<file path="src/rtl/mem_arb_pkg.sv">
// Shared types and the round-robin pick helper for the N-client memory arbiter.
package mem_arb_pkg;

  localparam int MAX_CLIENTS = 8;
  localparam int MAX_IDX_W   = 3;

  typedef enum logic {IDLE = 1'b0, BUSY = 1'b1} arb_state_e;

  typedef struct packed {
    logic                 valid;
    logic [MAX_IDX_W-1:0] idx;
  } rr_pick_t;

  // First requester at or after ptr, wrapping modulo n. Offsets are scanned
  // from the far end so the closest requester is the last one written.
  function automatic rr_pick_t rr_pick(input logic [MAX_CLIENTS-1:0] req,
                                       input logic [MAX_IDX_W-1:0]   ptr,
                                       input int                     n);
    rr_pick_t r;
    int       j;
    r = '0;
    for (int off = MAX_CLIENTS - 1; off >= 0; off--) begin
      if (off < n) begin
        j = int'(ptr) + off;
        if (j >= n) j = j - n;
        if (req[j[MAX_IDX_W-1:0]]) begin
          r.valid = 1'b1;
          r.idx   = j[MAX_IDX_W-1:0];
        end
      end
    end
    return r;
  endfunction

endpackage

</file>
<file path="src/rtl/mem_arb_tagq.sv">
// In-order read tag FIFO: remembers which client issued each outstanding read.
module mem_arb_tagq #(
  parameter  int W     = 2,
  parameter  int DEPTH = 4,
  localparam int PW    = $clog2(DEPTH),
  localparam int CNT_W = $clog2(DEPTH) + 1
) (
  input  logic             clk,
  input  logic             rst,
  input  logic             push,
  input  logic [W-1:0]     push_data,
  input  logic             pop,
  output logic [W-1:0]     head,
  output logic             full,
  output logic             empty,
  output logic [CNT_W-1:0] count
);

  logic [W-1:0]     slots_q [DEPTH];
  logic [W-1:0]     slots_d [DEPTH];
  logic [PW-1:0]    wr_ptr_q, wr_ptr_d, rd_ptr_q, rd_ptr_d;
  logic [CNT_W-1:0] count_q, count_d;
  logic             do_push, do_pop;

  assign full  = (count_q == CNT_W'(DEPTH));
  assign empty = (count_q == '0);
  assign head  = slots_q[rd_ptr_q];
  assign count = count_q;

  // Pointer/count update; a pop frees the slot a same-cycle push may take when full.
  always_comb begin
    do_pop   = pop & ~empty;
    do_push  = push & (~full | do_pop);
    slots_d  = slots_q;
    wr_ptr_d = wr_ptr_q;
    rd_ptr_d = rd_ptr_q;
    count_d  = count_q;
    if (do_push) begin
      slots_d[wr_ptr_q] = push_data;
      wr_ptr_d          = wr_ptr_q + 1'b1;
    end
    if (do_pop) rd_ptr_d = rd_ptr_q + 1'b1;
    case ({do_push, do_pop})
      2'b10:   count_d = count_q + 1'b1;
      2'b01:   count_d = count_q - 1'b1;
      default: count_d = count_q;
    endcase
  end

  // Storage is not reset; only pointers and count are flushed.
  always_ff @(posedge clk) begin
    slots_q <= slots_d;
    if (rst) begin
      wr_ptr_q <= '0;
      rd_ptr_q <= '0;
      count_q  <= '0;
    end else begin
      wr_ptr_q <= wr_ptr_d;
      rd_ptr_q <= rd_ptr_d;
      count_q  <= count_d;
    end
  end

endmodule

</file>
<file path="src/rtl/mem_arb_rr.sv">
// Round-robin N-client arbiter onto a single Avalon-style SRAM port, with
// in-order steering of returned read words back to the issuing client.
module mem_arb_rr #(
  parameter  int NUM_CLIENTS     = 4,
  parameter  int ADDR_W          = 20,
  parameter  int DATA_W          = 16,
  parameter  int MAX_OUTSTANDING = 4,
  localparam int BE_W            = DATA_W / 8,
  localparam int IDX_W           = $clog2(NUM_CLIENTS),
  localparam int CNT_W           = $clog2(MAX_OUTSTANDING) + 1
) (
  input  logic                          clock,
  input  logic                          reset,
  output logic [ADDR_W-1:0]             mem_address,
  output logic [BE_W-1:0]               mem_byteenable,
  output logic                          mem_read,
  output logic                          mem_write,
  output logic [DATA_W-1:0]             mem_writedata,
  input  logic                          mem_waitrequest,
  input  logic [DATA_W-1:0]             mem_readdata,
  input  logic                          mem_readdataready,
  input  logic [NUM_CLIENTS*ADDR_W-1:0] cli_address,
  input  logic [NUM_CLIENTS*BE_W-1:0]   cli_byteenable,
  input  logic [NUM_CLIENTS*DATA_W-1:0] cli_writedata,
  input  logic [NUM_CLIENTS-1:0]        cli_read,
  input  logic [NUM_CLIENTS-1:0]        cli_write,
  output logic [NUM_CLIENTS-1:0]        cli_waitrequest,
  output logic [DATA_W-1:0]             cli_readdata,
  output logic [NUM_CLIENTS-1:0]        cli_readdataready,
  output logic [CNT_W-1:0]              outstanding,
  output logic                          err_orphan
);
  import mem_arb_pkg::*;

  arb_state_e        state_q, state_d;
  logic [IDX_W-1:0]  grant_q, grant_d, rr_ptr_q, rr_ptr_d;
  logic              is_rd_q, is_rd_d;
  logic [ADDR_W-1:0] addr_q, addr_d;
  logic [BE_W-1:0]   be_q, be_d;
  logic [DATA_W-1:0] wdata_q, wdata_d;
  logic              err_orphan_q, err_orphan_d;

  logic [MAX_CLIENTS-1:0] req_ext;
  rr_pick_t               pick;
  logic                   busy, pop, push, read_block, complete;
  logic                   q_full, q_empty;
  logic [IDX_W-1:0]       q_head;
  logic [ADDR_W-1:0]      sel_addr;
  logic [BE_W-1:0]        sel_be;
  logic [DATA_W-1:0]      sel_wdata;

  assign req_ext   = MAX_CLIENTS'(cli_read | cli_write);
  assign pick      = rr_pick(req_ext, MAX_IDX_W'(rr_ptr_q), NUM_CLIENTS);
  assign busy      = (state_q == BUSY);
  assign sel_addr  = cli_address[grant_q*ADDR_W +: ADDR_W];
  assign sel_be    = cli_byteenable[grant_q*BE_W +: BE_W];
  assign sel_wdata = cli_writedata[grant_q*DATA_W +: DATA_W];

  // Memory-side handshake; a full tag queue stalls a read unless a word returns this cycle.
  always_comb begin
    pop        = mem_readdataready & ~q_empty;
    read_block = busy & is_rd_q & q_full & ~pop;
    mem_read   = busy & is_rd_q & ~read_block;
    mem_write  = busy & ~is_rd_q;
    complete   = (mem_read | mem_write) & ~mem_waitrequest;
    push       = complete & is_rd_q;
  end

  // Data lines follow the granted slice while busy and hold their last value in IDLE.
  always_comb begin
    mem_address    = busy ? sel_addr  : addr_q;
    mem_byteenable = busy ? sel_be    : be_q;
    mem_writedata  = busy ? sel_wdata : wdata_q;
  end

  // Client-side handshake and return steering.
  always_comb begin
    cli_waitrequest   = '1;
    cli_readdataready = '0;
    if (busy) cli_waitrequest[grant_q] = mem_waitrequest | read_block;
    if (pop)  cli_readdataready[q_head] = 1'b1;
  end

  assign cli_readdata = mem_readdata;
  assign err_orphan   = err_orphan_q;

  // IDLE/BUSY next state: grant in IDLE, release and advance the pointer on completion.
  always_comb begin
    state_d      = state_q;
    grant_d      = grant_q;
    rr_ptr_d     = rr_ptr_q;
    is_rd_d      = is_rd_q;
    addr_d       = busy ? sel_addr  : addr_q;
    be_d         = busy ? sel_be    : be_q;
    wdata_d      = busy ? sel_wdata : wdata_q;
    err_orphan_d = err_orphan_q | (mem_readdataready & q_empty);
    case (state_q)
      IDLE: if (pick.valid) begin
        grant_d = IDX_W'(pick.idx);
        is_rd_d = cli_read[grant_d];
        state_d = BUSY;
      end
      BUSY: if (complete) begin
        state_d  = IDLE;
        rr_ptr_d = (grant_q == IDX_W'(NUM_CLIENTS - 1)) ? '0 : grant_q + 1'b1;
      end
      default: state_d = IDLE;
    endcase
  end

  // Arbiter state registers.
  always_ff @(posedge clock) begin
    if (reset) begin
      state_q      <= IDLE;
      grant_q      <= '0;
      rr_ptr_q     <= '0;
      is_rd_q      <= 1'b0;
      addr_q       <= '0;
      be_q         <= '0;
      wdata_q      <= '0;
      err_orphan_q <= 1'b0;
    end else begin
      state_q      <= state_d;
      grant_q      <= grant_d;
      rr_ptr_q     <= rr_ptr_d;
      is_rd_q      <= is_rd_d;
      addr_q       <= addr_d;
      be_q         <= be_d;
      wdata_q      <= wdata_d;
      err_orphan_q <= err_orphan_d;
    end
  end

  mem_arb_tagq #(.W(IDX_W), .DEPTH(MAX_OUTSTANDING)) u_tagq (
    .clk       (clock),
    .rst       (reset),
    .push      (push),
    .push_data (grant_q),
    .pop       (pop),
    .head      (q_head),
    .full      (q_full),
    .empty     (q_empty),
    .count     (outstanding)
  );

endmodule

</file>
<file path="config.mk">
export PLATFORM = sky130hd
export DESIGN_NAME = mem_arb_rr
export DESIGN_NICKNAME = d
export VERILOG_FILES = /design/src/rtl/mem_arb_pkg.sv /design/src/rtl/mem_arb_tagq.sv /design/src/rtl/mem_arb_rr.sv
export SDC_FILE = /design/constraint.sdc
export NUM_CORES = 1
export LEC_CHECK = 0
export ABC_AREA = 1
export CAP_MARGIN = 20
export CORE_UTILIZATION = 41
export CTS_BUF_LIST = sky130_fd_sc_hd__clkbuf_8
export CTS_CLUSTER_SIZE = 16
export DETAILED_ROUTE_END_ITERATION = 8
export GPL_TIMING_DRIVEN = 0
export PLACE_DENSITY = 0.88
export SLEW_MARGIN = 20
export SYNTH_ARGS = -nofsm -noshare
export SYNTH_HDL_FRONTEND = slang
export SYNTH_SLANG_ARGS = --single-unit
</file>
<file path="constraint.sdc">
create_clock -name clock -period 7.47 [get_ports clock]
set_input_delay 2.241 -clock clock [delete_from_list [all_inputs] [get_ports clock]]
set_output_delay 2.241 -clock clock [all_outputs]
set_load 0.02 [all_outputs]
</file>
==> results by group, run 1 <==
Logic synthesis
  – Synth top cells by count: nand2_1 (142), nor2_1 (92), o21ai_0 (83)
  – Syn Area/Cell: 6.507 µm²
  – Main area contributors after synthesis: dfxtp_1 (26%), nand2_1 (13%), o21ai_0 (10%)
  – Yosys cell types: 33
  – Top-area cell type share of the netlist area: 0.2606
  – Synthesis warning total: 0
  – Sequential area share after synthesis: 0.3207
  – Area leader, netlist: dfxtp_1
  – Mapped Cells: 614
  – Synth Net Count: 805
  – Top_reg_cell synth: dfxtp_1
  – Flops & latches, synth: 60
  – Post-synth EDFFs: 8
  – Async SR Flop Fraction: 0
  – Count leader, synth: nand2_1
  – Mapped Area: 3995 µm²

Clock tree
  – Postcts setup bufs: 0
  – Clk_lat worst skew: 0.34 ns
  – Hold buffers post-CTS: 0
  – Clock Sinks: 60
  – Worst-path clk slew: 0.07 ns
  – PostCTS Resize Cnt: 0
  – Clock root cell: clkbuf_8
  – CTS Buffer Depth: 2
  – H-tree levels: 3
  – CTS tree: built
  – TritonCTS Buffers: 9

Layout
  – Reg area: 1281 µm²
  – Post-route insts no fill: 989
  – Multi-input gate area: 2300 µm²
  – Fill count: 793
  – ANT cells: 0
  – Area grow syn2layout: 66.21%
  – Nets: 1046
  – Share of layout cells above drive strength 1: 0.08372

Critical path
  – Setup crit end: cli_readdataready[3]
  – Required @ worst endpoint: 5.23 ns
  – R2r setup slk: 4.99 ns
  – CP Class: in2out
  – Crit-path max cell delay: 0.62 ns
  – Worst path arrival time: 4.14 ns
  – CP Launch Type: primary input
  – Crit path from: mem_readdataready
  – Reg2reg path depth: 13
  – Worst setup EP type: primary output
  – Worst r2r dst: u_tagq.count[2]
  – Worst-path fanout max: 6
  – CP cell instances: clkdlybuf4s50_1 > inv_1 > a21oi_1 > nand3_1 > nor2_1 > clkdlybuf4s50_1
  – R2R Path Start: busy
  – Slowest CP cell: clkdlybuf4s50_1
  – Most used cell, CP: clkdlybuf4s50_1

STA
  – RSZ-0062 raised after global routing: false
  – Final Critical Period: 6.382 ns
  – Tcrit/Tclk final: 0.8544
  – Final Hold Viols: 0
  – Slew headroom: 0.6065
  – Post-route clock skew: 0.006316 ns
  – Setup violations, final: 0
  – FMAX: 156.7 MHz
  – Pins Over Slew Limit: 0
  – Worst slew pin tran: 0.5903 ns
  – Setup TNS: 0 ns

Global route
  – Global route total overflow: 0
  – Vias in the first global route: 4994
  – First-pass GRT wire length: 23760 µm
  – GRT Overall Usage: 0.3054
  – Largest net degree at the start of global routing: 13
  – Initial antenna violation count: 0

Power and ir drop
  – Static Leakage: 2.772 nW
  – Pwr dens: 182.2 nW/µm²
  – Peak supply drop: 0.1100 mV

Die
  – Core area: 9328 µm²
  – Die height: 100.7 µm
  – Row count: 35
  – Initial Utilization: 0.4283
  – Die width: 100.7 µm
  – Total die area: 10140 µm²
  – Io pins: 248

Drt
  – Drt wl/cell: 16.09 µm
  – Drt first pass iters: 5
  – DRT antenna net count: 0
  – DR DRC count: 0
  – Via Count: 5175
  – DRT iter0 DRCs: 313
  – Vias per cell: 5.233
  – Final wirelength: 15920 µm

Status
  – Run status: finished clean

Min path
  – Hold Crit Class: reg2reg

Place
  – # port buffers: 230
  – Cells after DPL: 973
  – Routability congestion estimate: 0.9811
  – Hpwl dp: 12600 µm

Job
  – Max cap viols: 0
## stage by stage
step | cell area, µm² | setup WS [ns] | utilization | hold WS, ns | power [W]
finish | 6640 | 1.088 | 0.7119 | 0.4713 | 0.001210
global route | 6640 | 0.9595 | 0.7119 | 0.4885 | 0.001273
CTS | 6640 | 1.115 | 0.7119 | 0.4740 | 0.001208
detailed placement | 6459 | 1.121 | 0.6924 | 0.4637 | 0.0009340
global placement | 6459 | 1.192 | 0.6924 | 0.4393 | 0.0009187
floorplan | 3995 | 2.215 | - | 0.4527 | 0.0006758
## power by group
group | switching, W | internal [W] | total, W | leakage [nW]
registers | 0.0000192 | 0.000360 | 0.000379 | 0.501
logic | 0.000302 | 0.000252 | 0.000554 | 2.17
clock network | 0.000127 | 0.000149 | 0.000276 | 0.0976
## kinds of logic (layout without fill, tap and decap cells)
group           count (synthesis)  after routing  share of synthesized area
compound gates                188            188                     0.2587
fa+ha+maj                      11             11                    0.03633
buf+inv                        87            333                     0.1037
flops                          60             60                     0.3207
simple gates                  268            268                     0.2806
## area by class of cell
cell class,instances,area share
buffer,56,0.04409
clock buffer,9,0.01865
clock inverter,7,0.008668
inverter,31,0.01828
multi-input combinational,467,0.3463
sequential,60,0.1930
tap,129,0.02431
timing repair buffer,230,0.3467
## metal layers
metal,track usage,vias to the layer above,part of all wire
li1,-,2526,-
met1,0.3482,2355,0.38
met2,0.5580,256,0.51
met3,0.06865,38,0.079
met4,0.1070,0,0.028
met5,0,-,0
## worst min path at each step
stage,slack (ns),depth (start not counted),to,start
global placement,0.44,2,err_orphan,err_orphan
finish,0.47,2,err_orphan,err_orphan
CTS,0.47,2,wdata_q[10],wdata_q[10]
floorplan,0.45,2,addr_q[0],addr_q[0]
detailed placement,0.46,2,wdata_q[10],wdata_q[10]
global route,0.49,2,wdata_q[10],wdata_q[10]
## sequential cells by signal, indices dropped and copies added, names as in the netlist
name and count:
addr_q 20, be_q 2, busy 1, err_orphan 1, grant_q 2, is_rd_q 1, rr_ptr_q 2, u_tagq.count 3
u_tagq.rd_ptr_q 2, u_tagq.slots_q 8, u_tagq.wr_ptr_q 2, wdata_q 16
## worst max-delay path: cells and delay by family
kind	cells	cell delay (ns)
compound gates	1	0.38
buf+inv	3	1.18
simple gates	2	0.34
## placed cells by master (no fill, tap or decap), types with 2 or more instances in the layout
| master | netlist | routed |
|---|---|---|
| nand3_2 | 4 | 4 |
| o21ai_1 | 6 | 6 |
| inv_2 | 4 | 4 |
| clkinv_2 | 0 | 4 |
| clkinv_1 | 0 | 2 |
| o21ai_2 | 2 | 2 |
| inv_1 | 26 | 26 |
| buf_4 | 16 | 16 |
| o21ai_0 | 83 | 83 |
| nand2_1 | 142 | 142 |
| buf_1 | 2 | 2 |
| clkbuf_1 | 25 | 25 |
| nand2_2 | 8 | 8 |
| ha_1 | 10 | 10 |
| nor2_1 | 92 | 92 |
| nand2_4 | 4 | 4 |
| clkbuf_8 | 0 | 9 |
| a21oi_1 | 53 | 53 |
| nor2_2 | 3 | 3 |
| clkdlybuf4s50_1 | 0 | 230 |
| nand3_1 | 13 | 13 |
| edfxtp_1 | 8 | 8 |
| o22ai_1 | 38 | 38 |
| buf_2 | 11 | 11 |
| dfxtp_1 | 52 | 52 |
(Power assumes the default switching activity.)
==> run 2, diff against run 1 <==
--- a/config.mk
+++ b/config.mk
@@ -13,7 +13,7 @@
 export DETAILED_ROUTE_END_ITERATION = 8
 export GPL_TIMING_DRIVEN = 0
 export PLACE_DENSITY = 0.88
-export SLEW_MARGIN = 20
+export SLEW_MARGIN = 25
 export SYNTH_ARGS = -nofsm -noshare
 export SYNTH_HDL_FRONTEND = slang
 export SYNTH_SLANG_ARGS = --single-unit
==> results of run 2 <==
Final layout, timing and power as in run 1 (identical DEF).
==> run 3, diff against run 2 <==
--- a/config.mk
+++ b/config.mk
@@ -7,12 +7,14 @@
 export LEC_CHECK = 0
 export ABC_AREA = 1
 export CAP_MARGIN = 20
-export CORE_UTILIZATION = 41
+export CELL_PAD_IN_SITES_DETAIL_PLACEMENT = 1
+export CELL_PAD_IN_SITES_GLOBAL_PLACEMENT = 2
+export CORE_UTILIZATION = 20
 export CTS_BUF_LIST = sky130_fd_sc_hd__clkbuf_8
 export CTS_CLUSTER_SIZE = 16
 export DETAILED_ROUTE_END_ITERATION = 8
 export GPL_TIMING_DRIVEN = 0
-export PLACE_DENSITY = 0.88
+export PLACE_DENSITY_LB_ADDON = 0.1
 export SLEW_MARGIN = 25
 export SYNTH_ARGS = -nofsm -noshare
 export SYNTH_HDL_FRONTEND = slang
==> run 3 against run 2 <==
Cell area grew 3.3%; routed wire length grew 16%; die area grew 100%; clock power grew 28%; largest cell class unchanged.
==> results by group, run 3 (synthesis gave the netlist of run 1 again) <==
Layout
  – Nets: 1046
  – Commonest non-fill, non-tap cell in the layout: clkdlybuf4s50_1
  – Max reg flops: 20
  – Area grow syn2layout: 71.75%
  – Largest registers: addr_q (20), wdata_q (16), u_tagq.slots_q (8)
  – Reg area: 1281 µm²
  – Highest-count cells in the layout ignoring fill and taps: clkdlybuf4s50_1 (230), nand2_1 (142), nor2_1 (92)
  – Register with the highest flop count: addr_q
  – Multi-input gate area: 2300 µm²
  – Share of layout cells above drive strength 1: 0.08256
  – Fill count: 2458
  – Post-route insts no fill: 1126

STA
  – Tcrit/Tclk final: 0.8619
  – Setup violations, final: 0
  – Pins Over Slew Limit: 0
  – Final Critical Period: 6.439 ns
  – Worst slew pin tran: 0.7117 ns
  – Slew headroom: 0.5256
  – Final Hold Viols: 0
  – FMAX: 155.3 MHz
  – RSZ-0062 raised after global routing: false
  – Setup TNS: 0 ns
  – Post-route clock skew: 0.01054 ns

Die
  – Initial Utilization: 0.2046
  – Die height: 143.3 µm
  – Io pins: 248
  – Core area: 19530 µm²
  – Row count: 51
  – Total die area: 20540 µm²
  – Die width: 143.3 µm

Drt
  – DRT iter0 DRCs: 159
  – Final wirelength: 18430 µm
  – DRT antenna net count: 0
  – Via Count: 5141
  – Vias per cell: 4.566
  – Drt wl/cell: 16.36 µm
  – DR DRC count: 0
  – Drt first pass iters: 4

Global route
  – Global route total overflow: 0
  – GRT Overall Usage: 0.1811
  – Initial antenna violation count: 2
  – Vias in the first global route: 5471
  – Largest net degree at the start of global routing: 13
  – First-pass GRT wire length: 28340 µm

Clock tree
  – PostCTS Resize Cnt: 0
  – TritonCTS Buffers: 9
  – Worst-path clk slew: 0.06 ns
  – Hold buffers post-CTS: 0
  – H-tree levels: 3
  – Clock root cell: clkbuf_8
  – CTS tree: built
  – Clk_lat worst skew: 0.34 ns
  – CTS Buffer Depth: 2
  – Postcts setup bufs: 0
  – Clock Sinks: 60

Min path
  – Hold Crit Class: reg2reg

Critical path
  – Most used cell, CP: clkdlybuf4s50_1
  – Worst path arrival time: 4.20 ns
  – CP Class: in2out
  – Crit-path max cell delay: 0.61 ns
  – Worst-path fanout max: 6
  – Worst setup EP type: primary output
  – CP cell instances: clkdlybuf4s50_1 > inv_1 > a21oi_1 > nand3_1 > nor2_1 > clkdlybuf4s50_1
  – CP Launch Type: primary input
  – Slowest CP cell: clkdlybuf4s50_1
  – Required @ worst endpoint: 5.23 ns

Power and ir drop
  – Pwr dens: 188.6 nW/µm²
  – Design Power: 0.001294 W
  – Static Leakage: 2.794 nW
  – Peak supply drop: 0.08161 mV

Place
  – # port buffers: 230
  – Routability congestion estimate: 0.7829
  – Cells after DPL: 1109
  – Hpwl dp: 14580 µm

Status
  – Run status: finished clean

Job
  – Max cap viols: 0
==> run 3: cell count changes in the layout (fill, tap and decap cells not counted) <==
cell,change
clkinv_2,-3
bufinv_16,+2
diode_2,+1
inv_1,+1
==> run 3: worst paths after layout <==
path                     start                   end  slack, ns  cells after the start
max reg2reg               busy       u_tagq.count[2]       4.88                     13
max          mem_readdataready  cli_readdataready[1]       1.03                      6
min                 err_orphan            err_orphan       0.46                      2
min reg2reg         err_orphan            err_orphan       0.46                      2
==> run 3: critical path: cells and delay by family <==
kind / cells / cell delay (ns)
buffers and inverters: 3 / 1.18
AOI/OAI and AO/OA: 1 / 0.46
and+or+nand+nor: 2 / 0.32
==> run 3: routing by layer <==
metal / up-vias / global-route usage / wire length, µm
li1: 2517 / - / -
met1: 2430 / 0.2017 / 7522
met2: 172 / 0.3366 / 9392
met3: 20 / 0.04632 / 1199
met4: 2 / 0.05207 / 296
met5: - / 0 / 14
==> run 3: through the flow <==
step / hold slack, ns / setup slack [ns] / instance area (µm²) / util
global placement: 0.4416 / 1.119 / 6629 / 0.3395
global route: 0.4816 / 0.8388 / 6862 / 0.3514
CTS: 0.4646 / 1.036 / 6859 / 0.3513
detailed placement: 0.4544 / 1.047 / 6629 / 0.3395
finish: 0.4607 / 1.031 / 6862 / 0.3514
floorplan: 0.4527 / 2.215 / 3995 / -
==> run 3: report_power, final <==
group          switching (W)  internal, W  leakage [nW]
clock network       0.000134     0.000218         0.119
logic               0.000310     0.000252          2.17
registers          0.0000204     0.000360         0.501
total               0.000465     0.000829          2.79
==> run 3: area by class of cell <==
class,instances,area share
Timing Repair Buffer,230,0.3355
Multi-Input combinational cell,467,0.3352
Sequential cell,60,0.1867
Tap cell,265,0.04832
Buffer,56,0.04267
Clock buffer,9,0.01805
Inverter,31,0.01769
Clock inverter,7,0.01550
Antenna cell,1,0.0003647
==> RTL edit, RTL diff (flow settings as in run 1) <==
Make the reset (`reset`) asynchronous in one clocked block.
--- a/src/rtl/mem_arb_rr.sv
+++ b/src/rtl/mem_arb_rr.sv
@@ -109,7 +109,7 @@
   end
 
   // Arbiter state registers.
-  always_ff @(posedge clock) begin
+  always_ff @(posedge clock or posedge reset) begin
     if (reset) begin
       state_q      <= IDLE;
       grant_q      <= '0;
Behaviour: differs if reset is asserted again (counterexample within 4 cycles, from zero or initial values and one cycle with reset high); with reset held inactive, the same outputs for 4 cycles.
==> RTL edit against run 1 <==
  * Worst setup slack better by 0.19 ns
  * Register-to-register slack better by 0.13 ns
  * Sequential cell count is the same
  * Design area grew 0.26%
  * Wire length fell by 6.6%
  * Utilization increased by 0.52 points
  * Hold slack improved by 0.012 ns
  * Area after synthesis is 1.2% lower
  * Largest cell class unchanged
  * Highest routed layer unchanged
Power is not compared: it rests on default switching activity, and its combinational part moved more than twofold at a synthesized area within 25%.
==> RTL edit: results <==
yosys:
  yosys.cell_types.count: 31
  yosys_most_used_dff: "dfrtp_1"
  synthTopCellsByCount: "210 x nor2_1, 87 x o21ai_0, 45 x dfrtp_1"
  syn_avg_cell_area_um2: 6.911
  yosys-top-cells-area: "dfrtp_1 29%, nor2_1 20%, o21ai_0 11%"
final_layout:
  clkCellAreaFrac_pct: 3.270
  nets: 1005
  sh_seq_area_pct: 22.63
  clockBufferCount: 10
  fill_cells: 748
  buf_share_pct: 39.22
  drive_gt1_share_pct: 8.547
grt:
  grt_max_degree: 29
  grt_pass1_wl_um: 22740
  grtUsageTotal_pct: 29.31
  grt_pass1_vias: 4696
critical_path:
  r2r_start: "u_tagq.count[1]"
  cp_max_fo: 2
  cp_data_arrival_time_ns: 3.96
drt:
  wire_per_inst_um: 15.68
  routed-via-count: 4821
  wl_met2_um: 7640
  avgViaCountPerCell: 5.085
  wl_met3_um: 1185
run_status:
  run_status: "finished clean"
sta:
  whs_ns: 0.4832
placement:
  place_inst: 932
## RTL edit: cell types whose count changed after synthesis, sizes merged, moves of 38 or more
cell and change:
dfxtp -45, dfrtp +45, o22ai -38, nand2 -104
nor2 +116, a31oi +38, a21oi -46
## RTL edit: cells by family after synthesis
family | share of synthesized area, %
AO/OA/AOI/OAI | 19.66
adder cells (fa/ha/maj) | 3.678
buffers and inverters | 9.956
flip-flops | 38.17
AND/OR/NAND/NOR | 28.54
## RTL edit: power by group
group | internal (W) | total (W) | switching (W)
logic | 0.000732 | 0.00181 | 0.00108
registers | 0.000477 | 0.000541 | 0.0000633
clock network | 0.000194 | 0.000324 | 0.000130
## RTL edit: path summary, 6_finish.rpt
check	depth (start not counted)	endpoint
max	6	mem_address[13]
min reg2reg	1	err_orphan
max in group asynchronous	3	wdata_q[4]
min in group asynchronous	2	err_orphan
min	1	err_orphan
max reg2reg	14	u_tagq.count[2]
